## config.mk

```make
export PLATFORM = sky130hd
export DESIGN_NAME = core_dffr_pipe
export DESIGN_NICKNAME = d
export VERILOG_FILES = /design/src/rtl/core_dff_pkg.sv /design/src/rtl/core_dffr_stage.sv /design/src/rtl/core_dffr_pipe.sv
export SDC_FILE = /design/constraint.sdc
export NUM_CORES = 1
export LEC_CHECK = 0
export ABC_AREA = 0
export CORE_ASPECT_RATIO = 0.7
export CORE_MARGIN = 3
export CORE_UTILIZATION = 44
export CTS_CLUSTER_SIZE = 14
export DETAILED_ROUTE_END_ITERATION = 6
export GPL_ROUTABILITY_DRIVEN = 0
export PLACE_DENSITY = 0.8
export SLEW_MARGIN = 15
export SYNTH_ARGS = -nofsm -noshare
export SYNTH_HDL_FRONTEND = slang
export SYNTH_SLANG_ARGS = --single-unit
```

## constraint.sdc

```tcl
create_clock -name clk -period 1.8 [get_ports clk]
set_input_delay 0.18 -clock clk [delete_from_list [all_inputs] [get_ports clk]]
set_output_delay 0.18 -clock clk [all_outputs]
set_load 0.01 [all_outputs]
```

## src/rtl/core_dff_pkg.sv

```systemverilog
// Shared constants and sizing helpers for the elastic register pipeline.
package core_dff_pkg;

  localparam bit SR_GATED_CE = 1'b1;  // S_R only acts while ce=1
  localparam bit SR_UNGATED  = 1'b0;  // S_R acts regardless of ce

  function automatic int cnt_w(input int depth);
    return $clog2(depth + 1);
  endfunction

endpackage

```

## src/rtl/core_dffr_stage.sv

```systemverilog
// One pipeline stage: WIDTH-bit data register plus valid bit with reset/flush/load/drain.
module core_dffr_stage #(
  parameter int               WIDTH   = 8,
  parameter logic [WIDTH-1:0] RST_VAL = '0,
  parameter logic [WIDTH-1:0] SR_VAL  = '0
) (
  input  logic             clk,
  input  logic             purst,
  input  logic             flush_i,
  input  logic             load_i,
  input  logic             drain_i,
  input  logic [WIDTH-1:0] data_i,
  output logic             valid_o,
  output logic [WIDTH-1:0] data_o
);

  logic             valid_q;
  logic             valid_d;
  logic [WIDTH-1:0] data_q;

  // A stage that drains and loads on the same edge stays valid with new data.
  assign valid_d = load_i | (valid_q & ~drain_i);

  // NOTE: state registers use non-blocking assignments so every stage samples pre-edge values.
  always_ff @(posedge clk) begin
    if (purst) begin
      valid_q <= 1'b0;
      data_q  <= RST_VAL;
    end else if (flush_i) begin
      valid_q <= 1'b0;
      data_q  <= SR_VAL;
    end else begin
      valid_q <= valid_d;
      if (load_i) data_q <= data_i;
    end
  end

  assign valid_o = valid_q;
  assign data_o  = data_q;

endmodule

```

## src/rtl/core_dffr_pipe.sv

```systemverilog
// WIDTH x DEPTH elastic register pipeline: clock enable, sync reset/flush, valid/ready with
// combinational ready ripple and bubble collapse.
module core_dffr_pipe
  import core_dff_pkg::*;
#(
  parameter int               WIDTH    = 8,
  parameter int               DEPTH    = 3,
  parameter logic [WIDTH-1:0] RST_VAL  = '0,
  parameter logic [WIDTH-1:0] SR_VAL   = '0,
  parameter bit               SR_GATED = SR_GATED_CE
) (
  input  logic                      clk,
  input  logic                      purst,
  input  logic                      ce,
  input  logic                      S_R,
  input  logic                      in_valid,
  output logic                      in_ready,
  input  logic [WIDTH-1:0]          d,
  output logic                      out_valid,
  input  logic                      out_ready,
  output logic [WIDTH-1:0]          q,
  output logic [cnt_w(DEPTH)-1:0]   occupancy
);

  localparam int CNT_W = cnt_w(DEPTH);

  if (DEPTH < 1) begin : g_depth_check
    $error("core_dffr_pipe: DEPTH must be >= 1");
  end

  logic             sr_eff;
  logic             flow;
  logic             in_xfer;
  logic             out_xfer;
  logic [DEPTH-1:0] valid;
  logic [DEPTH-1:0] adv;
  logic [WIDTH-1:0] data [DEPTH];
  logic [CNT_W-1:0] cnt_q;
  logic [CNT_W-1:0] cnt_d;

  assign sr_eff = S_R & (ce | ~SR_GATED);
  assign flow   = ce & ~sr_eff;

  // Ready ripples back from out_ready; a bubble anywhere downstream lets a stage advance.
  always_comb begin
    logic rdy;
    adv = '0;
    rdy = out_ready;
    for (int i = DEPTH - 1; i >= 0; i--) begin
      adv[i] = flow & valid[i] & rdy;
      rdy    = ~valid[i] | adv[i];
    end
    in_ready = flow & rdy;
  end

  assign in_xfer  = in_valid & in_ready;
  assign out_xfer = adv[DEPTH-1];

  for (genvar i = 0; i < DEPTH; i++) begin : g_stage
    logic             load;
    logic [WIDTH-1:0] load_data;

    if (i == 0) begin : g_head
      assign load      = in_xfer;
      assign load_data = d;
    end else begin : g_body
      assign load      = adv[i-1];
      assign load_data = data[i-1];
    end

    core_dffr_stage #(
      .WIDTH  (WIDTH),
      .RST_VAL(RST_VAL),
      .SR_VAL (SR_VAL)
    ) u_stage (
      .clk    (clk),
      .purst  (purst),
      .flush_i(sr_eff),
      .load_i (load),
      .drain_i(adv[i]),
      .data_i (load_data),
      .valid_o(valid[i]),
      .data_o (data[i])
    );
  end

  assign cnt_d = cnt_q + CNT_W'(in_xfer) - CNT_W'(out_xfer);

  always_ff @(posedge clk) begin
    if (purst || sr_eff) cnt_q <= '0;
    else                 cnt_q <= cnt_d;
  end

  assign occupancy = cnt_q;
  assign out_valid = ce & valid[DEPTH-1];
  assign q         = data[DEPTH-1];

endmodule

```

==> results of run 1 <==
## state kept, by name, summed over array words and instances (netlist names)
name,count
g_stage.u_stage.data_o,24
g_stage.u_stage.valid_o,3
occupancy,2
## layer usage
layer	track usage (%)	wire length (um)	share of wire [%]	vias to the layer above
li1	-	-	-	476
met1	18.00	1103	45	427
met2	25.20	1146	46	25
met3	7.973	175	7.1	6
met4	7.921	44	1.8	0
met5	0	0	0	-
## Yosys cell counts
cell / count / area [um^2]
a21o_2: 1 / 8.760
a21oi_1: 1 / 5.000
a21oi_2: 1 / 8.760
and2_1: 1 / 6.260
and2_2: 2 / 15.01
and3_1: 1 / 6.260
and3_2: 1 / 7.510
buf_2: 1 / 5.000
buf_4: 2 / 15.01
buf_6: 3 / 33.78
dfxtp_1: 29 / 580.6
ha_1: 2 / 25.02
inv_1: 2 / 7.510
inv_4: 1 / 6.260
mux2i_1: 24 / 240.2
nand2_1: 36 / 135.1
nand2b_1: 1 / 6.260
nand3_1: 1 / 5.000
nand3b_1: 1 / 7.510
nand4b_1: 1 / 8.760
nor2_1: 1 / 3.750
nor2b_1: 1 / 6.260
nor2b_4: 1 / 13.76
o211a_1: 1 / 10.01
o21ai_0: 1 / 5.000
o22ai_1: 1 / 6.260
o22ai_2: 1 / 12.51
xnor2_1: 1 / 8.760
xor2_1: 1 / 8.760
## power breakdown
part / switching, mW / internal (mW)
Sequential: 0.00378 / 0.649
Combinational: 0.0476 / 0.0604
Clock: 0.229 / 0.450
## cells by family after synthesis
family | synth area share (%)
adders and majority gates | 2.070
and+or+nand+nor | 18.32
DFF | 48.03
xor gates and xnor gates | 1.450
buffers and inverters | 5.590
AOI/OAI and AO/OA | 4.658
muxes | 19.88
## worst max-delay path, delay by kind of cell
family        cells  cell delay [ns]
simple gates      3             0.41
xor+xnor          2             0.32
buf+inv           3             0.56
fa+ha+maj         2             0.42
## stage by stage
stage	TNS, ns	instance area, um^2	hold WS [ns]	util (%)
CTS	0	1660	0.4452	65.53
global route	-0.004011	1695	0.3024	66.91
global placement	-0.2279	1540	0.4463	60.79
detailed placement	-0.3818	1540	0.4531	60.79
finish	0	1695	0.3071	66.91
floorplan	0	1209	0.2491	-
## repair_timing
item,in CTS,in global routing
hold buffers,0,0
setup endpoints to repair,1,1
pin swaps,0,2
gates resized for setup,2,7
setup buffers,0,1
## cell usage in the layout (no fill, tap or decap), types with 2 or more instances in the layout
master and instances:
buf_12 2, nand2_1 36, inv_1 2, and2_2 2
dlymetal6s2s_1 2, dfxtp_2 2, clkdlybuf4s50_1 22, mux2i_1 24
buf_4 8, dfxtp_1 27, clkbuf_8 6
## cell type report
type / count / area share (%)
inverter: 3 / 0.8118
clock buffer: 7 / 5.092
timing repair buffer: 35 / 20.89
sequential: 29 / 34.39
multi-input combinational: 83 / 34.54
clock inverter: 1 / 1.771
tap: 34 / 2.509
## path summary, 6_finish.rpt
| kind | endpoint | slack, ns | depth (start not counted) |
|---|---|---|---|
| min reg2reg | g_stage[2].u_stage.data_o[5] | 0.46 | 2 |
| max | occupancy[1] | 0.07 | 10 |
| min | g_stage[2].u_stage.valid_o | 0.31 | 4 |
| max reg2reg | occupancy[1] | 0.12 | 9 |
==> flow_metrics.tcl, run 1 <==
set metrics [dict create \
    wl_um 2470 \
    crit_required_ns 1.97 \
    setup.worst_path.start_class "input pin" \
    gr-total-overflow 0 \
    cts_tree "built" \
    syn_to_final_growth_pct 40.27 \
    grt_pass1_vias 867 \
    fin_cells 192 \
    power_mw 1.441 \
    dieArea_um2 3422 \
    antennaDiodeCount 0 \
    fin_crit_sh_pct 95.93 \
    antenna_found_initial 0 \
    worstMarginPinSlew_ns 0.1448 \
    maxSlewHeadroom_pct 90.07 \
    io_pins 26 \
    yosys.cell_types.count 29 \
    fillers 203 \
    drt-vias-per-instance 4.865 \
    clkSlewWorstSetupHoldPaths_ns 0.06 \
    layout.nets 173 \
    grt_max_degree 36 \
    fin_crit_ns 1.727 \
    start_util_pct 47.70 \
    cap_viol_max_count 0 \
    r2r-start "g_stage[2].u_stage.valid_o" \
    end_kind "flop" \
    drive_gt1_share_pct 18.99 \
    wl_per_cell_um 12.86 \
    preCtsSetupSlack_ns -0.2887 \
    worstSetupPathType "in -> reg" \
    rows 15 \
    max_stage_delay_ns 0.48 \
    synthesis.nets 137 \
    fp.coreArea_um2 2534 \
    synth.avg_cell_area_um2 9.989 \
    hpwl_um 1697 \
    syn_area_um2 1209 \
    multi_input_area_um2 585.6 \
    dr.pass1.iters 4 \
    cts_buffers 5 \
    ys_ff_latch 29 \
    path_max_fanout 3 \
    p_leak_nw 0.6619 \
    regArea_um2 583.1 \
    grt_pass1_wl_um 3891 \
    hp-class "in -> reg" \
    chipWidth_um 68.65 \
    setup_viol 0 \
    fmax_mhz 579.1 \
    fp.dieH_um 49.85 \
    clock_skew_ns 0.005485 \
    maxSlewViolCount 0 \
    cp.arrival_ns 1.89 \
    htreeDepth 2 \
    clock_latency_ns 0.28 \
    hold_start "out_ready" \
    crit_start "S_R" \
    fin_ws_ns 0.07325 \
    cp_slowest_cell "clkdlybuf4s50_1" \
    ys_seq_area_share_pct 48.03 \
    ys_warn_count 0 \
    drtAntennaViolNets 0 \
    ir_worst_vdd_v 0.0005563 \
    drcViolationCount 0 \
    clkSinkCount 29 \
    drt_iter0_drc 20 \
    placed_cells 183 \
    status "complete, no violations" \
    via_count 934 \
    cp_cell_sequence "clkdlybuf4s50_1 > nor2b_4 > and3_4 > inv_4 > ha_1 > inv_1 > ha_4 > xor2_2 > xnor2_1 > nor2_1" \
    port_buffers 25 \
    netlist_instances 121 \
    cts-root-buf "clkbuf_8" \
    clockBufferDepth 2 \
    hold_viol 0 \
    powerDensity_nw_per_um2 849.9 \
    grtUsageTotal_pct 16.17 \
]
Power figures use the tool's default switching activity.
==> inputs of run 2 (changes only) <==
CAP_MARGIN = 10   (was not set)
==> results of run 2 <==
The final DEF is identical to that of run 1; final timing and power are the same.
==> inputs of run 3 (changes only) <==
--- a/config.mk
+++ b/config.mk
@@ -11,3 +11,3 @@
 export CORE_MARGIN = 3
-export CORE_UTILIZATION = 44
+export CORE_UTILIZATION = 52
 export CTS_CLUSTER_SIZE = 14
@@ -15,3 +15,3 @@
 export GPL_ROUTABILITY_DRIVEN = 0
-export PLACE_DENSITY = 0.8
+export PLACE_DENSITY = 0.88
 export SLEW_MARGIN = 15
==> constraint.sdc (replaced) <==
create_clock -name clk -period 2 [get_ports clk]
set_input_delay 0.6 -clock clk [delete_from_list [all_inputs] [get_ports clk]]
set_output_delay 0.6 -clock clk [all_outputs]
set_load 0.01 [all_outputs]
==> run 3 against run 2 <==
Compared with the run above:
- largest power group is now sequential cells
- combinational power shrank 9.7%
- critical path depth is the same
- clock-buffer cell count is the same
- hold slack gained 0.17 ns
- sequential power shrank 10%
- cell area shrank 2.5%
- via count grew 3.2%
- worst setup slack gained 0.037 ns
- register-to-register slack gained 0.09 ns
- non-clock buffer count grew 3
==> flow_metrics.tcl, run 3 (synthesized netlist as in run 1, its figures left out) <==
set metrics [dict create \
    fp.dieH_um 46.34 \
    crit_required_ns 2.23 \
    chipWidth_um 63.63 \
    status "complete, no violations" \
    maxSlewViolCount 0 \
    fp.coreArea_um2 2017 \
    r2r_slack_ns 0.21 \
    htreeDepth 2 \
    postLayoutCellArea_um2 1653 \
    cts_tree "built" \
    drive_gt1_share_pct 22.36 \
    worstRegToRegCells 10 \
    fmax_mhz 529.2 \
    clock_latency_ns 0.33 \
    antennaDiodeCount 0 \
    power_mw 1.094 \
    worstSetupPathType "in -> reg" \
    fin_crit_ns 1.890 \
    path_max_fanout 3 \
    setup.worst_path.start_class "input pin" \
    cp.arrival_ns 2.12 \
    largest_reg_flops 24 \
    clkSlewWorstSetupHoldPaths_ns 0.09 \
    grtUsageTotal_pct 20.93 \
    dr.pass1.iters 4 \
    wl_per_cell_um 14.16 \
    hold_viol 0 \
    hp-class "reg -> reg" \
    hpwl_um 1957 \
    gr-total-overflow 0 \
    clock_skew_ns 0.006716 \
    r2r-start "g_stage[1].u_stage.valid_o" \
    cap_viol_max_count 0 \
    rsz0062_at_grt "no" \
    cp_num_buf_inv 3 \
    clkSinkCount 29 \
    hold_path_end "g_stage[2].u_stage.data_o[0]" \
    max_stage_delay_ns 0.26 \
    port_buffers 25 \
    grt_max_degree 36 \
    fin_crit_sh_pct 94.49 \
    via_count 964 \
    cp_top_family "buffers and inverters" \
    layout.nets 176 \
    powerDensity_nw_per_um2 662.0 \
    maxSlewHeadroom_pct 90.14 \
    syn_to_final_growth_pct 36.75 \
    worstMarginPinSlew_ns 0.1438 \
    holdPathStages 2 \
    clockBufferDepth 2 \
    reg2reg_to "occupancy[1]" \
    ir_worst_vdd_v 0.0004755 \
    dieArea_um2 2948 \
    grt_pass1_vias 975 \
    fin_ws_ns 0.1102 \
    grt_pass1_wl_um 4402 \
    hold_start "g_stage[2].u_stage.data_o[0]" \
    cts-root-buf "clkbuf_4" \
    layout_common_cells "nand2_1, dfxtp_1, mux2i_1" \
    cts_buffers 5 \
    wl_um 2704 \
    drcViolationCount 0 \
    start_util_pct 59.93 \
    drt-vias-per-instance 5.047 \
    cp_common_cell "ha_4" \
    layout_commonest_cell "nand2_1" \
    preCtsSetupSlack_ns -0.5307 \
    p_leak_nw 0.6384 \
    cp_cell_sequence "dlygate4sd2_1 > nor2b_4 > buf_4 > and3_4 > ha_4 > inv_2 > ha_4 > xor2_2 > xnor2_1 > nor2_1" \
    dpl_cell_area_um2 1565 \
    cp_slowest_cell "ha_4" \
    rows 13 \
    drtAntennaViolNets 0 \
    drt_iter0_drc 47 \
    antenna_found_initial 0 \
    io_pins 26 \
    cts_hold_buf 0 \
    end_kind "flop" \
    setup_viol 0 \
]
run 3: final cells by class:
| class | count | area (um^2) |
|---|---|---|
| sequential | 29 | 580.6 |
| clock buffer | 7 | 65.06 |
| timing repair buffer | 38 | 347.8 |
| clock inverter | 1 | 5.005 |
| fill | 138 | 364.1 |
| multi-input combinational | 83 | 603.1 |
| inverter | 3 | 13.76 |
| tap | 30 | 37.54 |
run 3: worst reg2reg max path, delay by kind of cell, from the launching register on:
family / cells / cell delay, ns
simple gates: 3 / 0.40
buf+inv: 3 / 0.28
flops: 1 / 0.42
fa+ha+maj: 2 / 0.32
xor+xnor: 2 / 0.29
run 3: repair_timing:
item                       4_1_cts  5_1_grt
pin swaps                        1        2
setup endpoints to repair        3        2
setup buffers                    1        0
resized for setup               12        5
run 3: power breakdown:
group / internal, mW / switching [mW]
sequential: 0.583 / 0.00365
clock: 0.203 / 0.206
combinational: 0.0544 / 0.0432
total: 0.841 / 0.253
run 3: worst max path at each step:
stage,startpoint,endpoint,slack (ns),depth (start not counted)
after floorplan,out_ready,occupancy[1],0.006,10
after global placement,ce,in_ready,-0.49,4
after detailed placement,S_R,occupancy[1],-0.53,10
after CTS,out_ready,occupancy[1],0.007,11
after global routing,out_ready,occupancy[1],0.03,11
final,ce,occupancy[1],0.11,10
run 3: metrics by stage:
| step | setup TNS, ns | std cells | utilization, % | hold slack, ns |
|---|---|---|---|---|
| 3_3_place_gp | -1.672 | 182 | 77.61 | 0.4445 |
| 2_1_floorplan | 0 | 121 | - | 0.4423 |
| 5_1_grt | 0 | 191 | 81.95 | 0.4939 |
| 6_report | 0 | 191 | 81.95 | 0.4727 |
| 4_1_cts | 0 | 191 | 80.96 | 0.4687 |
| 3_5_place_dp | -2.493 | 182 | 77.61 | 0.4501 |
run 3: metal layers:
metal  global-route usage [%]  share of wire (%)  up-vias  routed length (um)
li1                         -                  -      477                   -
met5                        0                  0        -                   0
met1                    21.40                 42      450                1130
met2                    37.76                 51       33                1385
met3                    10.00                5.7        4                 154
met4                    9.013                1.3        0                  34
